`config.mk`:
```
export PLATFORM = sky130hd
export DESIGN_NAME = vga_timing_gen_param
export DESIGN_NICKNAME = d
export VERILOG_FILES = /design/src/rtl/vga_timing_gen_param.sv
export SDC_FILE = /design/constraint.sdc
export NUM_CORES = 1
export LEC_CHECK = 0
export BUFFER_PORTS_ARGS = -buffer_cell sky130_fd_sc_hd__buf_2
export CAP_MARGIN = 10
export CORE_MARGIN = 2
export CORE_UTILIZATION = 35
export DETAILED_ROUTE_END_ITERATION = 10
export PLACE_DENSITY = 0.5
export REMOVE_ABC_BUFFERS = 1
export SYNTH_ARGS = -nofsm -noshare
export SYNTH_HDL_FRONTEND = slang
export SYNTH_SLANG_ARGS = --single-unit
export TNS_END_PERCENT = 30
```
`constraint.sdc`:
```
create_clock -name CLK -period 2 [get_ports CLK]
set_clock_uncertainty 0.1 [all_clocks]
set_input_delay 0.1 -clock CLK [delete_from_list [all_inputs] [get_ports CLK]]
set_output_delay 0.1 -clock CLK [all_outputs]
set_load 0.02 [all_outputs]
```
`src/rtl/vga_timing_gen_param.sv`:
```
// VGA timing generator and pixel-fetch engine for any parameter-defined mode.
// A pixel-rate enable is derived from CLK; X/Y counters issue scaled frame-buffer
// addresses, and the region flags are delayed to match the frame-buffer latency
// so that the syncs, DE and the palette-mapped colour reach the pins together.
module vga_timing_gen_param #(
   parameter int unsigned CLK_DIV     = 4,
   parameter int unsigned H_ACTIVE    = 640,
   parameter int unsigned H_FP        = 16,
   parameter int unsigned H_SYNC      = 96,
   parameter int unsigned H_BP        = 48,
   parameter int unsigned V_ACTIVE    = 480,
   parameter int unsigned V_FP        = 10,
   parameter int unsigned V_SYNC      = 2,
   parameter int unsigned V_BP        = 29,
   parameter int unsigned HS_POL      = 0,
   parameter int unsigned VS_POL      = 0,
   parameter int unsigned CNT_W       = 11,
   parameter int unsigned SCALE_SHIFT = 2,
   parameter int unsigned FB_W_BITS   = 8,
   parameter int unsigned FB_H_BITS   = 7,
   parameter int unsigned PIX_W       = 1,
   parameter int unsigned RD_LAT      = 1
) (
   input  logic                           CLK,
   input  logic                           RESET,
   output logic                           PIX_CE,
   output logic [FB_W_BITS+FB_H_BITS-1:0] FB_ADDR,
   input  logic [PIX_W-1:0]               FB_DATA,
   input  logic                           PAL_WE,
   input  logic [PIX_W-1:0]               PAL_ADDR,
   input  logic [7:0]                     PAL_DATA,
   output logic                           VGA_HS,
   output logic                           VGA_VS,
   output logic                           VGA_DE,
   output logic [7:0]                     VGA_COLOUR,
   output logic                           FRAME_START
);

   localparam int unsigned HT    = H_ACTIVE + H_FP + H_SYNC + H_BP;
   localparam int unsigned VT    = V_ACTIVE + V_FP + V_SYNC + V_BP;
   localparam int unsigned DIV_W = (CLK_DIV > 1) ? $clog2(CLK_DIV) : 1;
   localparam int unsigned NPAL  = 1 << PIX_W;
   localparam int unsigned AW    = FB_W_BITS + FB_H_BITS;

   localparam logic [DIV_W-1:0] DIV_LAST  = DIV_W'(CLK_DIV - 1);
   localparam logic [CNT_W-1:0] X_LAST    = CNT_W'(HT - 1);
   localparam logic [CNT_W-1:0] Y_LAST    = CNT_W'(VT - 1);
   localparam logic [CNT_W-1:0] H_ACT_END = CNT_W'(H_ACTIVE);
   localparam logic [CNT_W-1:0] H_SYN_BEG = CNT_W'(H_ACTIVE + H_FP);
   localparam logic [CNT_W-1:0] H_SYN_END = CNT_W'(H_ACTIVE + H_FP + H_SYNC);
   localparam logic [CNT_W-1:0] V_ACT_END = CNT_W'(V_ACTIVE);
   localparam logic [CNT_W-1:0] V_SYN_BEG = CNT_W'(V_ACTIVE + V_FP);
   localparam logic [CNT_W-1:0] V_SYN_END = CNT_W'(V_ACTIVE + V_FP + V_SYNC);
   localparam logic             HS_ON     = (HS_POL != 0);
   localparam logic             VS_ON     = (VS_POL != 0);

   typedef struct packed {
      logic de;
      logic hs;
      logic vs;
      logic fs;
   } tag_t;

   logic [DIV_W-1:0] div_q, div_d;
   logic             pix_ce_q, pix_ce_d;
   logic [CNT_W-1:0] x_q, x_d, y_q, y_d;
   logic [AW-1:0]    addr_q, addr_d;
   tag_t             pipe_q [RD_LAT];
   tag_t             pipe_d [RD_LAT];
   tag_t             cur, last;
   logic             hs_q, hs_d, vs_q, vs_d, de_q, de_d, fs_q, fs_d;
   logic [7:0]       col_q, col_d;
   logic [7:0]       pal_q [NPAL];
   logic [7:0]       pal_d [NPAL];

   // Region decode of the current counter state and the oldest pipeline stage.
   always_comb begin
      cur.de = (x_q < H_ACT_END) && (y_q < V_ACT_END);
      cur.hs = (x_q >= H_SYN_BEG) && (x_q < H_SYN_END);
      cur.vs = (y_q >= V_SYN_BEG) && (y_q < V_SYN_END);
      cur.fs = (x_q == '0) && (y_q == '0);
      last   = pipe_q[RD_LAT-1];
   end

   // Next-state: divider every CLK; counters, address, delay line and pins on ticks.
   // PIX_CE is registered from the divider's next value so it stays aligned with
   // count == CLK_DIV-1 while still being a clean flop output.
   always_comb begin
      div_d    = (div_q == DIV_LAST) ? '0 : div_q + DIV_W'(1);
      pix_ce_d = (div_d == DIV_LAST);
      x_d      = x_q;
      y_d      = y_q;
      addr_d   = addr_q;
      pipe_d   = pipe_q;
      de_d     = de_q;
      hs_d     = hs_q;
      vs_d     = vs_q;
      col_d    = col_q;
      fs_d     = 1'b0;
      if (pix_ce_q) begin
         if (x_q == X_LAST) begin
            x_d = '0;
            y_d = (y_q == Y_LAST) ? '0 : y_q + CNT_W'(1);
         end else begin
            x_d = x_q + CNT_W'(1);
         end
         addr_d    = {FB_H_BITS'(y_q >> SCALE_SHIFT), FB_W_BITS'(x_q >> SCALE_SHIFT)};
         pipe_d[0] = cur;
         for (int unsigned i = 1; i < RD_LAT; i++) begin
            pipe_d[i] = pipe_q[i-1];
         end
         de_d  = last.de;
         hs_d  = ~(last.hs ^ HS_ON);
         vs_d  = ~(last.vs ^ VS_ON);
         col_d = last.de ? pal_q[FB_DATA] : 8'h00;
         fs_d  = last.fs;
      end
   end

   // Palette write port; lookups on the same edge see the previous contents.
   always_comb begin
      pal_d = pal_q;
      if (PAL_WE) begin
         pal_d[PAL_ADDR] = PAL_DATA;
      end
   end

   // Timing state and output registers, synchronously reset.
   always_ff @(posedge CLK) begin
      if (RESET) begin
         div_q    <= '0;
         pix_ce_q <= 1'b0;
         x_q      <= '0;
         y_q      <= '0;
         addr_q   <= '0;
         for (int unsigned i = 0; i < RD_LAT; i++) begin
            pipe_q[i] <= '0;
         end
         de_q  <= 1'b0;
         hs_q  <= ~HS_ON;
         vs_q  <= ~VS_ON;
         col_q <= '0;
         fs_q  <= 1'b0;
      end else begin
         div_q    <= div_d;
         pix_ce_q <= pix_ce_d;
         x_q      <= x_d;
         y_q      <= y_d;
         addr_q   <= addr_d;
         pipe_q   <= pipe_d;
         de_q     <= de_d;
         hs_q     <= hs_d;
         vs_q     <= vs_d;
         col_q    <= col_d;
         fs_q     <= fs_d;
      end
   end

   // Palette storage holds its contents through reset.
   always_ff @(posedge CLK) begin
      pal_q <= pal_d;
   end

   assign PIX_CE      = pix_ce_q;
   assign FB_ADDR     = addr_q;
   assign VGA_HS      = hs_q;
   assign VGA_VS      = vs_q;
   assign VGA_DE      = de_q;
   assign VGA_COLOUR  = col_q;
   assign FRAME_START = fs_q;

endmodule
```
Yosys cells after proc, flatten, opt, wreduce, memory -nomap -nowiden --
Index checks and enable logic that the tools add are counted.
Storage, ports and cells: bits of input ports 13, flip-flop bits (word level) 72, word-level logic and storage cells 56, output and inout port bits 28
Cells by class: equality and inequality tests 4, multiplexer cells 10, reduce and logical (&&, ||, !) cells 9, add/subtract/negate cells 3, $lt $le $gt $ge 9, bitwise gates (word level) 5
Operator list (count):
- $mux W8 | 5
- $add A11 B1 Y11 const B | 2
- $eq A11 B10 Y1 const B | 2
- $logic_not A11 Y1 | 2
- $lt A11 B10 Y1 const B | 2
- $lt A11 B9 Y1 const B | 2
- $mux W11 | 2
- $bwmux W16 | 1
- $ge A11 B10 Y1 const B | 1
- $ge A11 B9 Y1 const B | 1
- $demux W8 S1 | 1
- $logic_and A1 B1 Y1 | 5
- $eq A2 B2 Y1 const B | 2
- $ge A2 B2 Y1 const B | 2
- $not A1 Y2 | 2
- $not A1 Y1 | 3
- $add A2 B1 Y2 const B | 1
- $lt A2 B1 Y1 const B | 1
- $mux W2 | 1
- $reduce_and A2 Y1 | 1
- $reduce_or A2 Y1 | 1

Longest topological paths before layout --
depth after elaboration 6, depth in mapped cells 7, depth with buffers taken out 6

Worst setup path after synthesis --
No wires, ideal clock.
kind register to register, from register x_q[0], to register x_q[7], setup slack 0.359 ns, data arrival time 1.477 ns, library setup time 0.064 ns, clock period less this slack 1.641 ns, path buffers 2, cell stages (with the launch flop) 8, required time 1.836 ns, path through dfxtp_1 ha_1 and4_1 buf_4 and4_1 or2_1 buf_2 nor2_1
Between the ends: cells in the longest elaborated chain, start to end 2, elaborated cells on any way between the ends 3, those cells by class add/sub (1); eq/ne (1); mux (1)
Ends and longest elaborated chain:
- from (decl) | RTL line 66 | logic [CNT_W-1:0] x_q, x_d, y_q, y_d;
- from (signal assigned) | RTL line 133 | x_q <= '0;
- from (signal assigned) | RTL line 147 | x_q <= x_d;
- $add A11 B1 Y11 or $eq A11 B10 Y1 (tied branches) | RTL line 105, 101
- $mux W11 * | RTL line 101 | if (x_q == X_LAST) begin
Every way passes the cells marked *; elsewhere a longest branch is shown, timed or not. A chain may end at the register's enable or synchronous reset.

Worst setup path in the final report --
from register y_q[0], to register y_q[8]
Between the ends: cells in the longest elaborated chain, start to end 2, elaborated cells on any way between the ends 3, those cells by class add/sub (1); eq/ne (1); mux (1)
Ends and longest elaborated chain:
- from (decl) | RTL line 66
- from (signal assigned) | RTL line 148 | y_q <= y_d;
- $add A11 B1 Y11 or $eq A11 B10 Y1 (tied branches) | RTL line 103 | y_d = (y_q == Y_LAST) ? '0 : y_q + CNT_W'(1);
- $mux W11 * | RTL line 103
Marked as above.

==> summary.md <==
| Metric | Value |
|---|---|
| Met1 Use GR | 18.2% |
| Xor and xnor area share after synthesis | under 10% |
| Gate Count Post-Synth | 287 |
| Slowest library cell on the worst path | dfxtp_1 |
| Largest net degree at the start of global routing | 41 |
| Worst endpoint required time | 2170 ps |
| Post-synthesis adder-cell area fraction | 2.49% |
| 1st-iter DRT viols | 65 |
| Largest family of logic cells by synthesized area | simple AND/OR/NAND/NOR gates |
| Antenna cells | 0 |
| Worst-margin pin slew | 499 ps |
| Pwr per Cell Area | 813 mW/mm² |
| Worst Hold Class | input pin to flip-flop |
| Die X | 96.8 µm |
| Comb pwr share | 5.0% |
| Synth Cell Area | approximately 0.0030 mm² |
| Share of layout cells above drive strength 1 | 24.1% |
| DIE AREA | 0.00937 mm² |
| Synth Area in Compound Gates | 7.60% |
| Endpoint class of the critical path | flip-flop |
| CTS Buf Count | 9 |
| NumNets Final | roughly 360 |
| Sw Ratio | 22.5% |
| CTS tree | built |
| Clk root buf | clkbuf_8 |
| FMAX | between 0.5 and 0.6 GHz |
| Fin crit share | about 87% |
| Post-layout util | about 44% |
| Drt drc | 0 |
| Post-detail-place hpwl | 4.15 mm |
| CP cell instances | ha_1 > and4_1 > nand4_1 > or3_1 > a21oi_1 |
| Max-slew violation count | 0 |
| Initial Utilization | 36.3% |
| DP Area | 0.00334 mm² |
| CP max FO | 4 |
| Global route total overflow | 0 |
| Clk slew on worst S/H paths | 90 ps |
| Number of gates resized after cts | 0 |
| Vias | between 2,000 and 2,500 |
| Hold Path Stages | 3 |
| Critical path depth | 5 |
| Most Crowded Layer GR | met2 |
| Area grow syn2layout | 21.4% |
| Post-synth top flop | dfxtp_1 |
| Pre-Repair DR Iteration Count | 4 |
| Core ar. | ~0.0083 mm² |
| Pleak | 0.00142 µW |
| Crit path DAT | 1900 ps |
| Overall power | 2980 µW |
| Vias per inst | just under 5 |
| Total wire length | 6.17 mm |
| Reg2Reg Depth | 5 |
| Tmin final | approximately 1700 ps |
| H-tree Lvls | 3 |
| RSZ-0062 raised after global routing | false |
| Deepest clock path buffer count | 2 |
| Max rail drop VDD | about 0.52 mV |
| Routing usage on met2 | 20.5% |
| Largest area contributor in the netlist | dfxtp_1 |
| Routability cong. | ~0.76 |
| Non-Filler Cell Area, Final | 0.00366 mm² |
| CTS sink count | 72 |
| Number of global-route vias before repair | 2,099 |
| Multi-input logic area | between 0.001 and 0.0015 mm² |
| Seq/Total Area, Yosys | 53.1% |
| Clk_lat worst skew | 340 ps |
| CP peak stage delay | 390 ps |
| Ports | 41 |
| Fillers | 782 |
| Port bufs | 40 |
| Max_cap viols | 0 |
| P_sw | about 670 µW |
| Routed Antenna Nets | 0 |
| Post-synth EDFFs | 16 |
| Initial antenna violation count | 0 |
| Final setup vio count | 0 |
| Status | completed |
| Gr usage total | 13.7% |
| Clock Power Share | 43.6% |
| First-pass GRT wire length | 10.2 mm |
| CP Class | flip-flop to flip-flop |
| Netlist cell types | 47 |
| Synth top area cells | dfxtp_1 37%, edfxtp_1 16%, nor2_1 5.6% |
| Reg area | 0.00160 mm² |
| CP delay by family, top | simple AND/OR/NAND/NOR gates |
| Startpoint class of the critical path | flip-flop |
| Yosys warns | 0 |
| Reg power frac | 51.5% |
| Die Y | 96.8 µm |
| Synth Area in Simple Gates | 21.5% |
| Number of synthesized register bits | 72 |
| Worst relative slew slack | between 60% and 70% |
| Final hold violations | 0 |
| Avg Cell Area, Syn | 10.5 µm² |
| GR Util met3 | 5.27% |
| Cell Rows | 33 |
| Post-synth top area share | a little under two fifths |
| FFs w/ async S/R, synth | 0% |
| Buf+Inv Stages, Crit Path | 0 |
| Routed WL per cell | between 10 and 15 µm |
| Post-synthesis mux area share | around 8.3% |
| Int Pwr | around 2300 µW |
==> synth_stat cells, types with 2 or more instances <==
cell type	count
and3b_1	2
nand4_1	5
nor4_1	2
inv_1	8
nand3_1	16
nand2b_1	3
nor4b_1	2
nor3_1	2
clkbuf_1	9
xnor2_1	3
nor2_1	45
mux2i_1	16
and4_1	6
a21oi_1	8
and2_1	2
o31ai_1	3
nor2b_1	3
xor2_1	7
nand4b_1	4
nand2_1	13
buf_2	7
a22oi_1	9
edfxtp_1	16
mux2_2	8
o21ai_0	6
ha_1	6
dfxtp_1	56
==> tightest hold or removal path, cell delays in order <==
cell and delay [ps]:
buf_2 80, nor2b_1 40, buf_4 170
==> area by class of cell <==
cell class | instances | share of cell area [%]
inverter | 8 | 0.821
sequential | 72 | 43.8
timing repair buffer | 61 | 10.4
multi-input combinational | 188 | 35.2
tap | 105 | 3.59
clock buffer | 9 | 3.38
clock inverter | 7 | 2.80
==> power by group through the flow <==
stage	combinational (µW)	sequential (µW)	clock [µW]
after floorplan	62.5	1580	0
after global placement	135	1570	0
after detailed placement	137	1570	0
after CTS	151	1530	1350
after global routing	163	1540	1420
final	148	1530	1300
==> routing by layer <==
metal  up-vias  part of all wire (%)
met1      1059                    50
met2        33                    46
met3         2                   3.6
met5         -                     0
li1       1129                     -
met4         0                  0.65
==> worst paths after layout <==
check,slack (ps),end,start
setup / recovery,260,y_q[8],y_q[0]
hold / removal,110,pal_q[8],PAL_ADDR
hold reg to reg,340,FRAME_START,last[0]
setup reg to reg,260,y_q[8],y_q[0]
==> state kept, by name, summed over array words and instances (netlist names) <==
register / count
VGA_DE: 1
FB_ADDR: 15
VGA_VS: 1
y_q: 11
pal_q: 16
last: 4
div_q: 2
PIX_CE: 1
FRAME_START: 1
VGA_HS: 1
VGA_COLOUR: 8
x_q: 11
==> repair_timing <==
| item | in CTS | in global routing |
|---|---|---|
| setup endpoints to repair | 0 | 0 |
| hold endpoints to repair | 17 | 0 |
| setup buffers | 0 | 0 |
| hold buffers | 9 | 0 |
==> cell usage in the layout (no fill, tap or decap), types with 2 or more instances in the layout <==
master         count
a21oi_1            8
a22oi_1            9
and2_1             2
and3b_1            2
and4_1             6
buf_2             40
buf_4             12
bufinv_16          2
clkbuf_8           9
dfxtp_1           56
dlygate4sd3_1      9
edfxtp_1          16
ha_1               6
inv_1              8
inv_6              2
mux2_2             8
mux2i_1           16
nand2_1           13
nand2b_1           3
nand3_1           16
nand4_1            5
nand4b_1           4
nor2_1            45
nor2b_1            3
nor3_1             2
nor4_1             2
nor4b_1            2
o21ai_0            6
o31ai_1            3
xnor2_1            3
xor2_1             7
==> logic make-up (layout without fill, tap and decap cells) <==
| family | Yosys count | count (layout) |
|---|---|---|
| simple gates | 115 | 115 |
| compound gates | 33 | 33 |
| mux | 24 | 24 |
| flops | 72 | 72 |
| fa+ha+maj | 6 | 6 |
| xor+xnor | 10 | 10 |
| buf+inv | 27 | 85 |
==> per-stage QoR <==
step           setup TNS (ps)  hold slack [ps]  setup slack (ps)  cells
2_1_floorplan           -9060             66.7              -505    268
3_3_place_gp                0              187               281    425
3_5_place_dp                0              192               288    425
4_1_cts                     0             92.6               269    450
5_1_grt                     0             95.6              52.8    450
6_report                    0              112               265    450
No activity file was read; power rests on OpenSTA's default activity.
